**src/rtl/pixel_cfg_pkg.sv**
```systemverilog
// pixel_cfg_pkg: shared state encoding, default parameters
// and counter sizing helper for the pixel config shift chain.
package pixel_cfg_pkg;

  localparam int DEF_WORD_W      = 8;
  localparam int DEF_FRAME_WORDS = 4;
  localparam int DEF_LOAD_GAP    = 1;
  localparam int DEF_LOAD_LEN    = 2;

  typedef enum logic [2:0] {
    IDLE,
    SHIFT,
    GAP,
    LOAD,
    FIN
  } state_t;

  // width needed to hold the values 0 .. n-1
  function automatic int cnt_w(input int n);
    return (n < 2) ? 1 : $clog2(n);
  endfunction

endpackage

```
**src/rtl/pixel_cfg_piso.sv**
```systemverilog
// pixel_cfg_piso: W-bit shift register with parallel load,
// shifting left with si entering at the LSB.
module pixel_cfg_piso
  import pixel_cfg_pkg::*;
#(
  parameter int W = DEF_WORD_W
) (
  input  logic         clkin,
  input  logic         rst,
  input  logic         ld,
  input  logic         sh,
  input  logic         si,
  input  logic [W-1:0] din,
  output logic [W-1:0] q
);

  always_ff @(posedge clkin) begin
    if (!rst) begin
      q <= '0;
    end else if (ld) begin
      q <= din;
    end else if (sh) begin
      q <= {q[W-2:0], si};
    end
  end

endmodule

```
**src/rtl/pixel_cfg_shifter.sv**
```systemverilog
// pixel_cfg_shifter: frames FIFO words onto the chip config chain.
// Define PIXCFG_READBACK_EN to add the sdi readback path.
module pixel_cfg_shifter
  import pixel_cfg_pkg::*;
#(
  parameter int WORD_W      = DEF_WORD_W,
  parameter int FRAME_WORDS = DEF_FRAME_WORDS,
  parameter int LOAD_GAP    = DEF_LOAD_GAP,
  parameter int LOAD_LEN    = DEF_LOAD_LEN
) (
  input  logic              clkin,
  input  logic              rst,
  input  logic              start,
  input  logic [WORD_W-1:0] in_data,
  input  logic              in_valid,
  output logic              in_ready,
  output logic              sdo,
  output logic              sclk_en,
  output logic              sload,
  output logic              busy,
  output logic              done
`ifdef PIXCFG_READBACK_EN
  ,
  input  logic              sdi,
  output logic [WORD_W-1:0] rd_data,
  output logic              rd_valid
`endif
);

  localparam int PMAX = (LOAD_GAP > LOAD_LEN) ? LOAD_GAP : LOAD_LEN;
  localparam int BW   = cnt_w(WORD_W + 1);
  localparam int WCW  = cnt_w(FRAME_WORDS + 1);
  localparam int PCW  = cnt_w(PMAX + 1);

  localparam logic [BW-1:0]  BITS_FULL = BW'(WORD_W);
  localparam logic [BW-1:0]  BITS_ONE  = BW'(1);
  localparam logic [WCW-1:0] WORDS_ALL = WCW'(FRAME_WORDS);
  localparam logic [PCW-1:0] GAP_END   =
    PCW'((LOAD_GAP > 0) ? LOAD_GAP - 1 : 0);
  localparam logic [PCW-1:0] LOAD_END  = PCW'(LOAD_LEN - 1);

  state_t            state;
  logic [BW-1:0]     bits_left;
  logic [WCW-1:0]    words_left;
  logic [PCW-1:0]    pcnt;
  logic [WORD_W-1:0] tx_q;
  logic              last_bit;
  logic              more;
  logic              accept;
  logic              tx_sh;
  logic              unused_tx;

  assign last_bit = (bits_left == BITS_ONE);
  assign more     = (words_left != '0);
  assign in_ready = (state == SHIFT) && more &&
                    ((bits_left == '0) || last_bit);
  assign accept   = in_ready && in_valid;
  // the last bit is never shifted out so a stall holds sdo
  assign tx_sh    = (state == SHIFT) && !accept &&
                    (bits_left > BITS_ONE);

  pixel_cfg_piso #(.W(WORD_W)) u_tx (
    .clkin (clkin),
    .rst   (rst),
    .ld    (accept),
    .sh    (tx_sh),
    .si    (1'b0),
    .din   (in_data),
    .q     (tx_q)
  );

  assign sdo       = tx_q[WORD_W-1];
  assign unused_tx = ^tx_q[WORD_W-2:0];

  always_ff @(posedge clkin) begin
    if (!rst) begin
      state      <= IDLE;
      bits_left  <= '0;
      words_left <= '0;
      pcnt       <= '0;
      sclk_en    <= 1'b0;
      sload      <= 1'b0;
      done       <= 1'b0;
      busy       <= 1'b0;
    end else begin
      unique case (state)
        IDLE: begin
          if (start) begin
            state      <= SHIFT;
            words_left <= WORDS_ALL;
            busy       <= 1'b1;
          end
        end
        SHIFT: begin
          sclk_en <= accept || (bits_left > BITS_ONE);
          if (accept) begin
            bits_left  <= BITS_FULL;
            words_left <= words_left - 1'b1;
          end else if (bits_left != '0) begin
            bits_left <= bits_left - 1'b1;
            if (last_bit && !more) begin
              if (LOAD_GAP == 0) begin
                state <= LOAD;
                sload <= 1'b1;
              end else begin
                state <= GAP;
              end
            end
          end
        end
        GAP: begin
          if (pcnt == GAP_END) begin
            pcnt  <= '0;
            state <= LOAD;
            sload <= 1'b1;
          end else begin
            pcnt <= pcnt + 1'b1;
          end
        end
        LOAD: begin
          if (pcnt == LOAD_END) begin
            pcnt  <= '0;
            state <= FIN;
            sload <= 1'b0;
            done  <= 1'b1;
          end else begin
            pcnt <= pcnt + 1'b1;
          end
        end
        FIN: begin
          state      <= IDLE;
          done       <= 1'b0;
          busy       <= 1'b0;
          bits_left  <= '0;
          words_left <= '0;
          pcnt       <= '0;
        end
        default: state <= IDLE;
      endcase
    end
  end

`ifdef PIXCFG_READBACK_EN
  localparam int RCW = cnt_w(WORD_W);
  localparam logic [RCW-1:0] RD_LAST = RCW'(WORD_W - 1);

  logic [WORD_W-1:0] rx_q;
  logic [RCW-1:0]    rd_cnt;
  logic              unused_rx;

  pixel_cfg_piso #(.W(WORD_W)) u_rx (
    .clkin (clkin),
    .rst   (rst),
    .ld    (1'b0),
    .sh    (sclk_en),
    .si    (sdi),
    .din   ('0),
    .q     (rx_q)
  );

  assign unused_rx = rx_q[WORD_W-1];

  always_ff @(posedge clkin) begin
    if (!rst) begin
      rd_cnt   <= '0;
      rd_data  <= '0;
      rd_valid <= 1'b0;
    end else begin
      rd_valid <= 1'b0;
      if (sclk_en) begin
        if (rd_cnt == RD_LAST) begin
          rd_cnt   <= '0;
          rd_valid <= 1'b1;
          rd_data  <= {rx_q[WORD_W-2:0], sdi};
        end else begin
          rd_cnt <= rd_cnt + 1'b1;
        end
      end
    end
  end
`endif

endmodule

```
**config.mk**
```make
export PLATFORM = sky130hd
export DESIGN_NAME = pixel_cfg_shifter
export DESIGN_NICKNAME = d
export VERILOG_FILES = /design/src/rtl/pixel_cfg_pkg.sv /design/src/rtl/pixel_cfg_piso.sv /design/src/rtl/pixel_cfg_shifter.sv
export SDC_FILE = /design/constraint.sdc
export NUM_CORES = 1
export LEC_CHECK = 0
export CAP_MARGIN = 20
export CORE_UTILIZATION = 39
export CTS_CLUSTER_DIAMETER = 150
export DETAILED_ROUTE_END_ITERATION = 10
export PLACE_DENSITY_LB_ADDON = 0.25
export SLEW_MARGIN = 20
export SYNTH_ARGS = -nofsm -noshare
export SYNTH_HDL_FRONTEND = slang
export SYNTH_SLANG_ARGS = --single-unit
```
**constraint.sdc**
```tcl
create_clock -name clkin -period 2.5 [get_ports clkin]
set_input_delay 0.25 -clock clkin [delete_from_list [all_inputs] [get_ports clkin]]
set_output_delay 0.25 -clock clkin [all_outputs]
set_load 0.03 [all_outputs]
```
* After elaboration in Yosys (flattened, before gate mapping)
Index checks and enable logic that the tools add are counted.
** Operators by class
- Mux-type cells :: 25
- Reduce and logical (&&, ||, !) cells :: 28
- $lt $le $gt $ge :: 1
- Equal/unequal tests :: 14
- $add $sub $neg :: 3
** Operators by type and width (number)
- $mux 3 :: 8
- $mux 8 :: 2
- $pmux 3 s4 :: 1
- $ne 2x2->1 const B :: 5
- $reduce_bool 2->1 :: 5
- $pmux 3 s3 :: 1
- $reduce_bool 3->1 :: 3
- $mux 4 :: 2
- $pmux 4 s2 :: 1
- $eq 3x2->1 const B :: 2
- $logic_and 1x1->1 :: 6
- $pmux 1 s2 :: 3
- $pmux 2 s3 :: 1
- $reduce_and 2->1 :: 3
- $reduce_and 3->1 :: 2
- $reduce_and 6->1 :: 1
- $eq 4x1->1 const B :: 1
- $gt 4x1->1 const B :: 1
- $logic_not 4->1 :: 1
- $mux 1 :: 4
- $mux 2 :: 2
- $ne 2x1->1 const B :: 2
- $reduce_bool 4->1 :: 1
- $sub 4x1->4 const B :: 1
- 10 further kinds :: 12
** Storage, ports and cells
- Output and inout port bits :: 6
- Register bits after elaboration :: 24

* Longest topological paths before layout
- Depth after elaboration :: 9
- Depth in mapped cells :: 9
- Mapped depth without buffers :: 7

* Hierarchy
From an unflattened synthesis, not the netlist that was laid out.
** Second synthesis, totals
- Cells, all modules :: 160
- Area total of the unflattened synthesis :: 1462.7 um^2
** By module, submodules not included
- pixel_cfg_shifter :: times used 1, cells each 125, area each 1022.2 um^2
- pixel_cfg_piso :: times used 1, cells each 35, area each 440.4 um^2

* Worst setup path before layout
Ideal clock, no wire load.
- Kind :: register to register
- Start point :: reg words_left[0]
- End point :: reg u_tx.q[3]
- Setup time :: 0.137 ns
- Data arrival time :: 1.946 ns
- Period minus slack after synthesis :: 2.083 ns
- Buffers on the path :: 2
- Cell stages (with the launch flop) :: 10
- Slack :: 0.417 ns
- Cell sequence :: dfxtp_1 > inv_1 > ha_1 > ha_1 > nand2b_1 > clkbuf_1 > o221ai_1 > and2_1 > buf_2 > a211oi_2
** Between the ends
- Word-level cells in the longest chain between the ends :: 8
- Elaborated cells on any way between the ends :: 9
** Ends and longest elaborated chain
- start, declared :: line pixel_cfg_shifter.sv:44 : logic [WCW-1:0] words_left;
- start signal, assigned :: line pixel_cfg_shifter.sv:98 : words_left <= words_left - 1'b1;
- $reduce_bool 3->1 (*) :: line pixel_cfg_shifter.sv:54 : assign more = (words_left != '0);
- $logic_and 1x1->1 (*) (2 in series) :: line pixel_cfg_shifter.sv:55 : assign in_ready = (state == SHIFT) && more &&
- $logic_and 1x1->1 (*) :: line pixel_cfg_shifter.sv:57 : assign accept = in_ready && in_valid;
- $logic_not 1->1 :: line pixel_cfg_shifter.sv:59 : assign tx_sh = (state == SHIFT) && !accept &&
- $logic_and 1x1->1 (2 in series) :: line pixel_cfg_shifter.sv:59
- $reduce_bool 2->1 (no line)
- end signal, assigned :: line pixel_cfg_piso.sv:21 : q <= din;
- end signal, assigned :: line pixel_cfg_piso.sv:23 : q <= {q[W-2:0], si};
- end, declared :: line pixel_cfg_piso.sv:14 : output logic [W-1:0] q
Every way passes the cells marked *; elsewhere a longest branch is shown, timed or not.
A chain may end at the register's enable or synchronous reset.

* Worst setup path in the final report
- Start point :: reg bits_left[0]
- End point :: out in_ready
** Between the ends
- Word-level cells in the longest chain between the ends :: 3
- Elaborated cells on any way between the ends :: 4
** Ends and longest elaborated chain
- start, declared :: line pixel_cfg_shifter.sv:43 : logic [BW-1:0] bits_left;
- start signal, assigned :: line pixel_cfg_shifter.sv:100 : bits_left <= bits_left - 1'b1;
- $eq 4x1->1 or $logic_not 4->1 (tied branches) :: line pixel_cfg_shifter.sv:53, pixel_cfg_shifter.sv:56
- $logic_or 1x1->1 (*) :: line pixel_cfg_shifter.sv:56 : ((bits_left == '0) || last_bit);
- $logic_and 1x1->1 (*) :: line pixel_cfg_shifter.sv:55
- end, declared :: line pixel_cfg_shifter.sv:16 : output logic in_ready,
Marks and branches as above.

==> qor.yml <==
leakagePower_nw: 0.612
routed_wl_um: 2930
cts.clk_slew.worst_paths_ps: 130
netlist.area_leader.share: 0.343
syn_area_sq_um: 1400
max_freq_mhz: 473
drv_cap: 0
avgSynthCellArea_sq_um: 8.81
ys_ff_latch: 24
crit_fanout: 6
dp_hpwl_um: 2200
crit_arrival_ps: 1870
ys_seq_area_frac: 0.343
fin_tns_setup_ps: 0
synth_area_leaders: "dfxtp_1 (34%), mux2i_1 (11%), ha_1 (8.0%)"
nNetsFinal: 200
grt_pass1_vias: 1098
grt_setup_unrepaired: "no"
drtPass1Iterations: 4
fp.dieW_um: 61.9
post_cts_buffers: 0
ys_types: 39
die_y_um: 61.9
pin_count: 18
layout_min_cycle_time_ps: 2120
antenna_left: 0
cts_tree: "yes"
netlist_instances: 159
irDropWorstVdd_mv: 0.263
cts.sinks: 24
gp_congestion: 0.911
cts_resized: 0
min_period_over_period: 0.847
dieArea_sq_um: 3830
grt_first_pass_wirelength_um: 4750
htreeDepth: 1
row_count: 21
vias: 1206
initial_utilization: 0.413
fillCellCount: 303
slew_headroom: 0.371
required_ps: 2250
layout-drive-gt1-share: 0.129
grt_max_degree: 17
synth_warnings: 0
core_area_sq_um: 3390
synth_nets: 180
drcViolationCount: 0
synth_top_area_cell: "dfxtp_1"
cts_root_buf: "clkbuf_4"
slew_viol_final: 0
syn2layout_area_growth_pct: 20.9
wire_per_inst_um: 13.1
start_kind: "register"
cts_inserted_buffers: 3
antenna_found_initial: 0
critPathKind: "reg -> out"
tightest_slew_ps: 933
power.density_nw_per_um2: 663
grt_usage: 0.168
pre_cts_slack_ps: 393
clk_path_buf_depth: 2
setup_ws_ps: 384
hp-class: "reg -> reg"
cp-end-kind: "output pin"
drt_iter0_markers: 153
status: "finished clean"
hold_viol: 0
insertion_delay_ps: 310
diodes: 0
postCtsHoldBufs: 0
port_buffers: 17
setup_viol_count_final: 0
viasPerCell: 5.38
clock_skew_ps: 1.50
grt.overflow.total: 0
[power breakdown]
part | switching [mW] | total (mW) | internal (mW)
logic | 0.219 | 0.392 | 0.173
clock network | 0.116 | 0.278 | 0.162
registers | 0.0274 | 0.453 | 0.425
total | 0.363 | 1.12 | 0.760
[per-stage QoR]
step           std cells  area, sq um  hold WS, ps  utilization  total power [mW]
6_report             224         1690          472        0.499              1.12
4_1_cts              224         1690          463        0.499              1.13
2_1_floorplan        159         1400          386            -             0.741
5_1_grt              224         1690          465        0.499              1.19
3_3_place_gp         220         1640          446        0.483             0.843
3_5_place_dp         220         1640          454        0.483             0.852
[logic make-up (layout without fill, tap and decap cells)]
| group | after synthesis | count (layout) | share of synthesized area |
|---|---|---|---|
| buf+inv | 20 | 39 | 0.0599 |
| simple gates | 52 | 52 | 0.198 |
| flops | 24 | 24 | 0.343 |
| fa+ha+maj | 9 | 9 | 0.0804 |
| mux | 15 | 15 | 0.107 |
| compound gates | 39 | 39 | 0.211 |
[worst max-delay path, stage by stage, from the launching register on]
cell and delay [ps]:
dfxtp_1 420, inv_1 80, ha_1 250, nor2_1 420, nor4_1 120, dlymetal6s2s_1 270
[final cells by class]
type / instances / area, sq um / share of cell area
clock buffer: 3 / 22.5 / 0.0133
clock inverter: 1 / 30.0 / 0.0177
inverter: 11 / 41.3 / 0.0244
multi-input combinational: 115 / 836 / 0.494
sequential: 24 / 480 / 0.284
tap: 46 / 57.6 / 0.0340
timing repair buffer: 24 / 225 / 0.133
[synth_stat cells]
library cell,count
o211ai_1,1
o31a_1,1
nor4_1,2
mux2i_1,15
o21ai_0,4
or4_1,1
o21a_1,1
a2bb2oi_1,1
nor4_4,1
clkbuf_1,6
a21oi_1,14
buf_6,1
a211oi_1,2
or3b_4,1
a211oi_2,7
and2_1,1
a21bo_2,1
o221ai_1,1
inv_1,11
nand2b_1,4
a31oi_1,1
dfxtp_1,24
o41a_1,1
o2111ai_1,1
o41ai_1,1
nor3_1,2
buf_1,1
nand4b_1,1
nand2_1,11
buf_2,1
a31o_2,1
or3_1,5
ha_1,9
o21bai_1,1
or2_2,1
nand3_1,5
nor2_1,14
nor2b_1,2
and3_1,1
[layout by cell type, fill, tap and decap left out, drive strengths merged]
| cell | synthesis | layout |
|---|---|---|
| a21oi | 14 | 14 |
| o221ai | 1 | 1 |
| nor2 | 14 | 14 |
| nand2b | 4 | 4 |
| o21a | 1 | 1 |
| nor2b | 2 | 2 |
| or3b | 1 | 1 |
| nor4 | 3 | 3 |
| nand3 | 5 | 5 |
| or2 | 1 | 1 |
| or4 | 1 | 1 |
| a2bb2oi | 1 | 1 |
| nor3 | 2 | 2 |
| a211oi | 9 | 9 |
| o211ai | 1 | 1 |
| clkdlybuf4s50 | 0 | 16 |
| dlymetal6s2s | 0 | 1 |
| o31a | 1 | 1 |
| dfxtp | 24 | 24 |
| o21bai | 1 | 1 |
| o41a | 1 | 1 |
| buf | 3 | 7 |
| a31o | 1 | 1 |
| nand2 | 11 | 11 |
| o41ai | 1 | 1 |
| ha | 9 | 9 |
| and3 | 1 | 1 |
| o21ai | 4 | 4 |
| and2 | 1 | 1 |
| nand4b | 1 | 1 |
| inv | 11 | 11 |
| clkbuf | 6 | 3 |
| a21bo | 1 | 1 |
| mux2i | 15 | 15 |
| o2111ai | 1 | 1 |
| a31oi | 1 | 1 |
| bufinv | 0 | 1 |
| or3 | 5 | 5 |
[flip-flops by register name, indices dropped and copies added (netlist names)]
name,cells
busy,1
done,1
sclk_en,1
u_tx.q,8
state,3
sload,1
words_left,3
pcnt,2
bits_left,4
[metal layers]
layer	part of all wire	routed length, um	GRT usage	up-vias
li1	-	-	-	603
met5	0	0	0	-
met2	0.48	1420	0.270	23
met1	0.48	1400	0.228	578
met4	0.0065	19	0.0698	0
met3	0.033	96	0.0186	2
[path summary, 6_finish.rpt]
kind                              startpoint           end  slack, ps  depth (start not counted)
worst max register to register  bits_left[0]  bits_left[0]        460                          7
worst min-delay path                 sclk_en       sclk_en        470                          2
worst max-delay path            bits_left[0]      in_ready        380                          5
worst min register to register       sclk_en       sclk_en        470                          2
No activity file was read; power rests on OpenSTA's default activity.
==> variant 1 (same flow settings) <==
Set the package constant `DEF_WORD_W` to 7 (it was 8).
--- a/src/rtl/pixel_cfg_pkg.sv
+++ b/src/rtl/pixel_cfg_pkg.sv
@@ -3,5 +3,5 @@
 package pixel_cfg_pkg;
 
-  localparam int DEF_WORD_W      = 8;
+  localparam int DEF_WORD_W      = 7;
   localparam int DEF_FRAME_WORDS = 4;
   localparam int DEF_LOAD_GAP    = 1;
Interface: changed (resized in_data); port bits go from 18 to 17. The function was not compared with the original's and may differ.
==> variant 1 against the unedited design <==
  * Setup slack improved by 0.069 ns
  * Via count down 13%
  * Area after synthesis is 8.0% lower
  * Worst hold slack better by 0.0045 ns
  * Synthesized cell count is 10% lower
  * Fmax is 3.4% higher
  * Non-clock buffer count shrank 5
  * Total power shrank 27%
  * Global-route usage increased by 0.34 points
  * Cell area fell by 12%
  * Wire length decreased by 9.7%
  * Sequential cell count shrank 2
  * Critical path type unchanged
==> variant 1: results (changes against the unedited design) <==
Yosys
  – Sequential cell area fraction in the yosys report: 0.3417 (-0.001416)
  – Post-synth top cells: 22 x dfxtp_1, 18 x a21oi_1, 10 x nand2_1
  – Top cells by area, synth: dfxtp_1 34%, ha_1 8.7%, a21oi_1 7.0%, mux2i_1 4.7%, a211oi_1 4.7%
  – Yosys cell types: 43 (+10%)
  – Syn_area_per_cell: 9.012 µm² (+2.3%)

Final layout
  – Final net count: 178 (-11%)
  – Register with the most flip-flops: u_tx.q
  – Largest register FFs: 7 (-1)

Pwr
  – Peak VDD IR: 243.5 µV (-7.4%)
  – Pleak: 0.5886 nW (-3.9%)

Global routing
  – First-pass GRT wire length: 4.512 mm (-5.0%)
  – Tot GR Track Use: 0.1711 (+0.003414)
  – Vias in the first global route: 983 (-10%)
  – Largest net degree at the start of global routing: 18 (+1)

Worst setup path
  – RR Startpoint: words_left[0]$_SDFFE_PN0P_
  – Critical path's slowest cell: or3b_4
  – Launch point of the worst path: state[1]$_SDFFE_PN0P_
  – CP Data Arrival Time: 1.80 ns (-0.07 ns)
  – FF-to-FF setup slack: 0.54 ns (+0.08 ns)
  – R2R Path End: words_left[2]$_SDFFE_PN0P_
  – Worst path max stage delay: 0.48 ns (+0.06 ns)
  – Max Fanout on Critical Path: 12 (+6)

Placed design
  – I/O Buffers: 16 (-1)
  – Pre-CTS setup slack: 0.3752 ns (-0.01760 ns)
  – Post-DP HPWL: 1.907 mm (-13%)
  – Placed Cells: 197 (-10%)
  – Cell Area, Placed: 1469 µm² (-10%)
  – Routability cong.: 0.7875 (-14%)

Drt
  – First-pass iteration count of the detailed router: 6 (+2)
  – Total Wirelength: 2.643 mm (-9.7%)
  – Via/cell ratio: 5.235 (-2.8%)
  – DR vias: 1047 (-13%)
  – 1st-iter DRT viols: 64 (-58%)

STA
  – Worst hold slack: 0.4767 ns (+0.004465 ns)
  – Worst Skew: 0.007151 ns (+0.005649 ns)
  – Max Clk Rate: 488.5 MHz (+3.4%)
  – Rel. slew slack: 0.6071 (+0.2359)

Min path
  – Hold wc startpoint: sclk_en$_SDFFE_PN0N_
  – Worst hold path type: reg2reg
  – Hold Path End: sclk_en$_SDFFE_PN0N_

Outcome
  – Run status: finished, final reports clean
==> variant 1: cell types whose count changed after synthesis, sizes merged, moves of 4 or more <==
cell	delta
mux2i	-9
buf	+4
clkbuf	-4
nor2	-6
or3	-5
a21oi	+4
==> variant 1: final cells by class <==
type                       count  area [µm²]
clock buffer                   3       22.52
fill                         309        1609
inverter                      10       37.54
multi-input combinational    102       753.2
sequential                    22       440.4
tap                           44       55.05
timing repair buffer          19       185.2
==> variant 1: cells by family (layout without fill, tap and decap cells) <==
kind of cell             count (synthesis)  count (layout)  share of synthesized area
multiplexers                             6               6                    0.04660
flip-flops                              22              22                     0.3417
AO/OA/AOI/OAI                           44              44                     0.2495
adder cells (fa/ha/maj)                  9               9                    0.08738
buffers and inverters                   19              32                    0.07379
AND/OR/NAND/NOR                         43              43                     0.2010
==> variant 1: routing by layer <==
metal,wire length (µm),vias up,global-route usage
met5,0,-,0
met1,1426,488,0.2433
met3,69,2,0.03493
met2,1128,12,0.2584
met4,19,0,0.05102
li1,-,545,-
==> variant 1: worst register-to-register path: cells and delay by family, from the launching register on <==
kind                       cells  cell delay (ns)
AOI/OAI and AO/OA              2             0.46
adders and majority gates      2             0.44
buffers and inverters          1             0.06
DFF                            1             0.35
and+or+nand+nor                2             0.51
==> variant 1: timing repair <==
item	in CTS	in global routing
endpoints found under the setup margin	0	1
hold buffers	0	0
resized for setup	0	1
==> variant 1: where the power goes <==
part	total (W)	leakage, nW	internal, W	switching [W]
logic	0.000256	0.395	0.000114	0.000142
registers	0.000403	0.180	0.000382	0.0000218
clock network	0.000163	0.0138	0.0000561	0.000107
==> variant 2 (config.mk and constraints unchanged) <==
Without the edit above. The 5 states of `state_t` get a one-hot encoding in 5 bits.
--- a/src/rtl/pixel_cfg_pkg.sv
+++ b/src/rtl/pixel_cfg_pkg.sv
@@ -8,10 +8,10 @@
   localparam int DEF_LOAD_LEN    = 2;
 
-  typedef enum logic [2:0] {
-    IDLE,
-    SHIFT,
-    GAP,
-    LOAD,
-    FIN
+  typedef enum logic [4:0] {
+    IDLE  = 5'b00001,
+    SHIFT = 5'b00010,
+    GAP   = 5'b00100,
+    LOAD  = 5'b01000,
+    FIN   = 5'b10000
   } state_t;
 
Function: same outputs for any inputs over 10 cycles, from zero or initial values and one cycle with rst low; not proved beyond that.
==> variant 2 against the unedited design <==
  * Wire length increased by 8.6%
  * Sequential cell count rose by 2
  * Worst hold slack worse by 0.018 ns
  * Clock skew grew 0.0038 ns
  * Area after synthesis rose by 5.5%
  * Cell area increased by 3.4%
  * Setup slack worse by 0.24 ns
  * Largest cell class unchanged
Power is not compared: it rests on default switching activity, and its combinational part moved more than twofold at a synthesized area within 25%.
==> variant 2: results (changes against the unedited design) <==
Placed design
  – Post-DP HPWL: 2.332 mm (+6.1%)
  – Routability cong.: 0.7677 (-16%)

Drt
  – 1st-iter DRT viols: 55 (-64%)
  – Total Wirelength: 3.177 mm (+8.6%)

Outcome
  – Run status: finished, final reports clean

Final layout
  – Final net count: 211 (+5.5%)
  – Share of cells above drive strength 1: 0.1111 (-0.01810)
  – Largest registers: u_tx.q x8, state x5, bits_left x4
  – Fillers: 350 (+16%)

Global routing
  – First-pass GRT wire length: 5.623 mm (+18%)
  – Largest net degree at the start of global routing: 18 (+1)
  – Tot GR Track Use: 0.1715 (+0.003862)
  – Vias in the first global route: 1216 (+11%)

Clocking
  – Worst-path clk slew: 0.08 ns (-0.05 ns)
  – CTS Root Cell: clkbuf_8
  – Clk Latency, worst-skew pair: 0.27 ns (-0.04 ns)

Worst setup path
  – RR Startpoint: words_left[0]$_SDFFE_PN0P_
  – Max Fanout on Critical Path: 9 (+3)
  – CP Data Arrival Time: 2.11 ns (+0.24 ns)
  – Launch point of the worst path: state[1]$_SDFFE_PN0P_

Min path
  – Hold wc startpoint: done$_SDFFE_PN0P_

STA
  – Slew at the pin closest to its max-slew limit: 0.5258 ns (-0.4076 ns)
  – Worst Skew: 0.005310 ns (+0.003808 ns)

Yosys
  – Yosys cell types: 44 (+13%)
  – Post-synth top cells: 26 x dfxtp_1, 16 x a21oi_1, 15 x o21ai_0
  – Top cells by area, synth: dfxtp_1 35%, ha_1 7.6%, a21oi_1 5.4%, o21ai_0 5.1%, a311oi_1 4.1%
variant 2: per-layer routing:
layer | global-route usage | vias to the layer above | part of all wire
li1 | - | 665 | -
met1 | 0.2437 | 600 | 0.49
met2 | 0.2713 | 39 | 0.47
met3 | 0.01812 | 4 | 0.032
met4 | 0.04830 | 0 | 0.012
met5 | 0 | - | 0
variant 2: worst max-delay path, cell delays in order, from the launching register on:
cell and delay, ns:
dfxtp_1 0.48, and2b_4 0.23, nand3_4 0.07, nor4_1 0.32, clkdlybuf4s50_1 0.74
variant 2: cells by family after synthesis:
kind of cell	after synthesis	synth area share
adders and majority gates	9	0.07621
muxes	6	0.04149
DFF	26	0.3522
AOI/OAI and AO/OA	51	0.2244
buffers and inverters	22	0.06265
and+or+nand+nor	58	0.2371
xor gates and xnor gates	1	0.005928
variant 2: metrics by stage:
step                  util  instances  setup WS [ns]  total power (W)  area [µm²]
CTS                 0.5047        235         0.1324        0.0008081        1750
floorplan                -        173         0.3928        0.0004993        1478
global placement    0.4888        231         0.4384        0.0005395        1695
finish              0.5047        235         0.1418        0.0007988        1750
global route        0.5047        235       0.001288        0.0008440        1750
detailed placement  0.4888        231         0.4402        0.0005401        1695
variant 2: layout make-up:
class / count / area share
Sequential cell: 26 / 0.2974
Tap cell: 46 / 0.03288
Clock buffer: 4 / 0.03145
Timing Repair Buffer: 22 / 0.1187
Multi-Input combinational cell: 125 / 0.4939
Inverter: 12 / 0.02573
variant 2: final timing paths:
path	depth (start not counted)	endpoint	slack, ns
setup / recovery	4	in_ready	0.14
hold / removal	2	done$_SDFFE_PN0P_	0.45
setup reg to reg	7	u_tx.q[1]$_SDFFE_PN0P_	0.44
hold reg to reg	2	done$_SDFFE_PN0P_	0.45
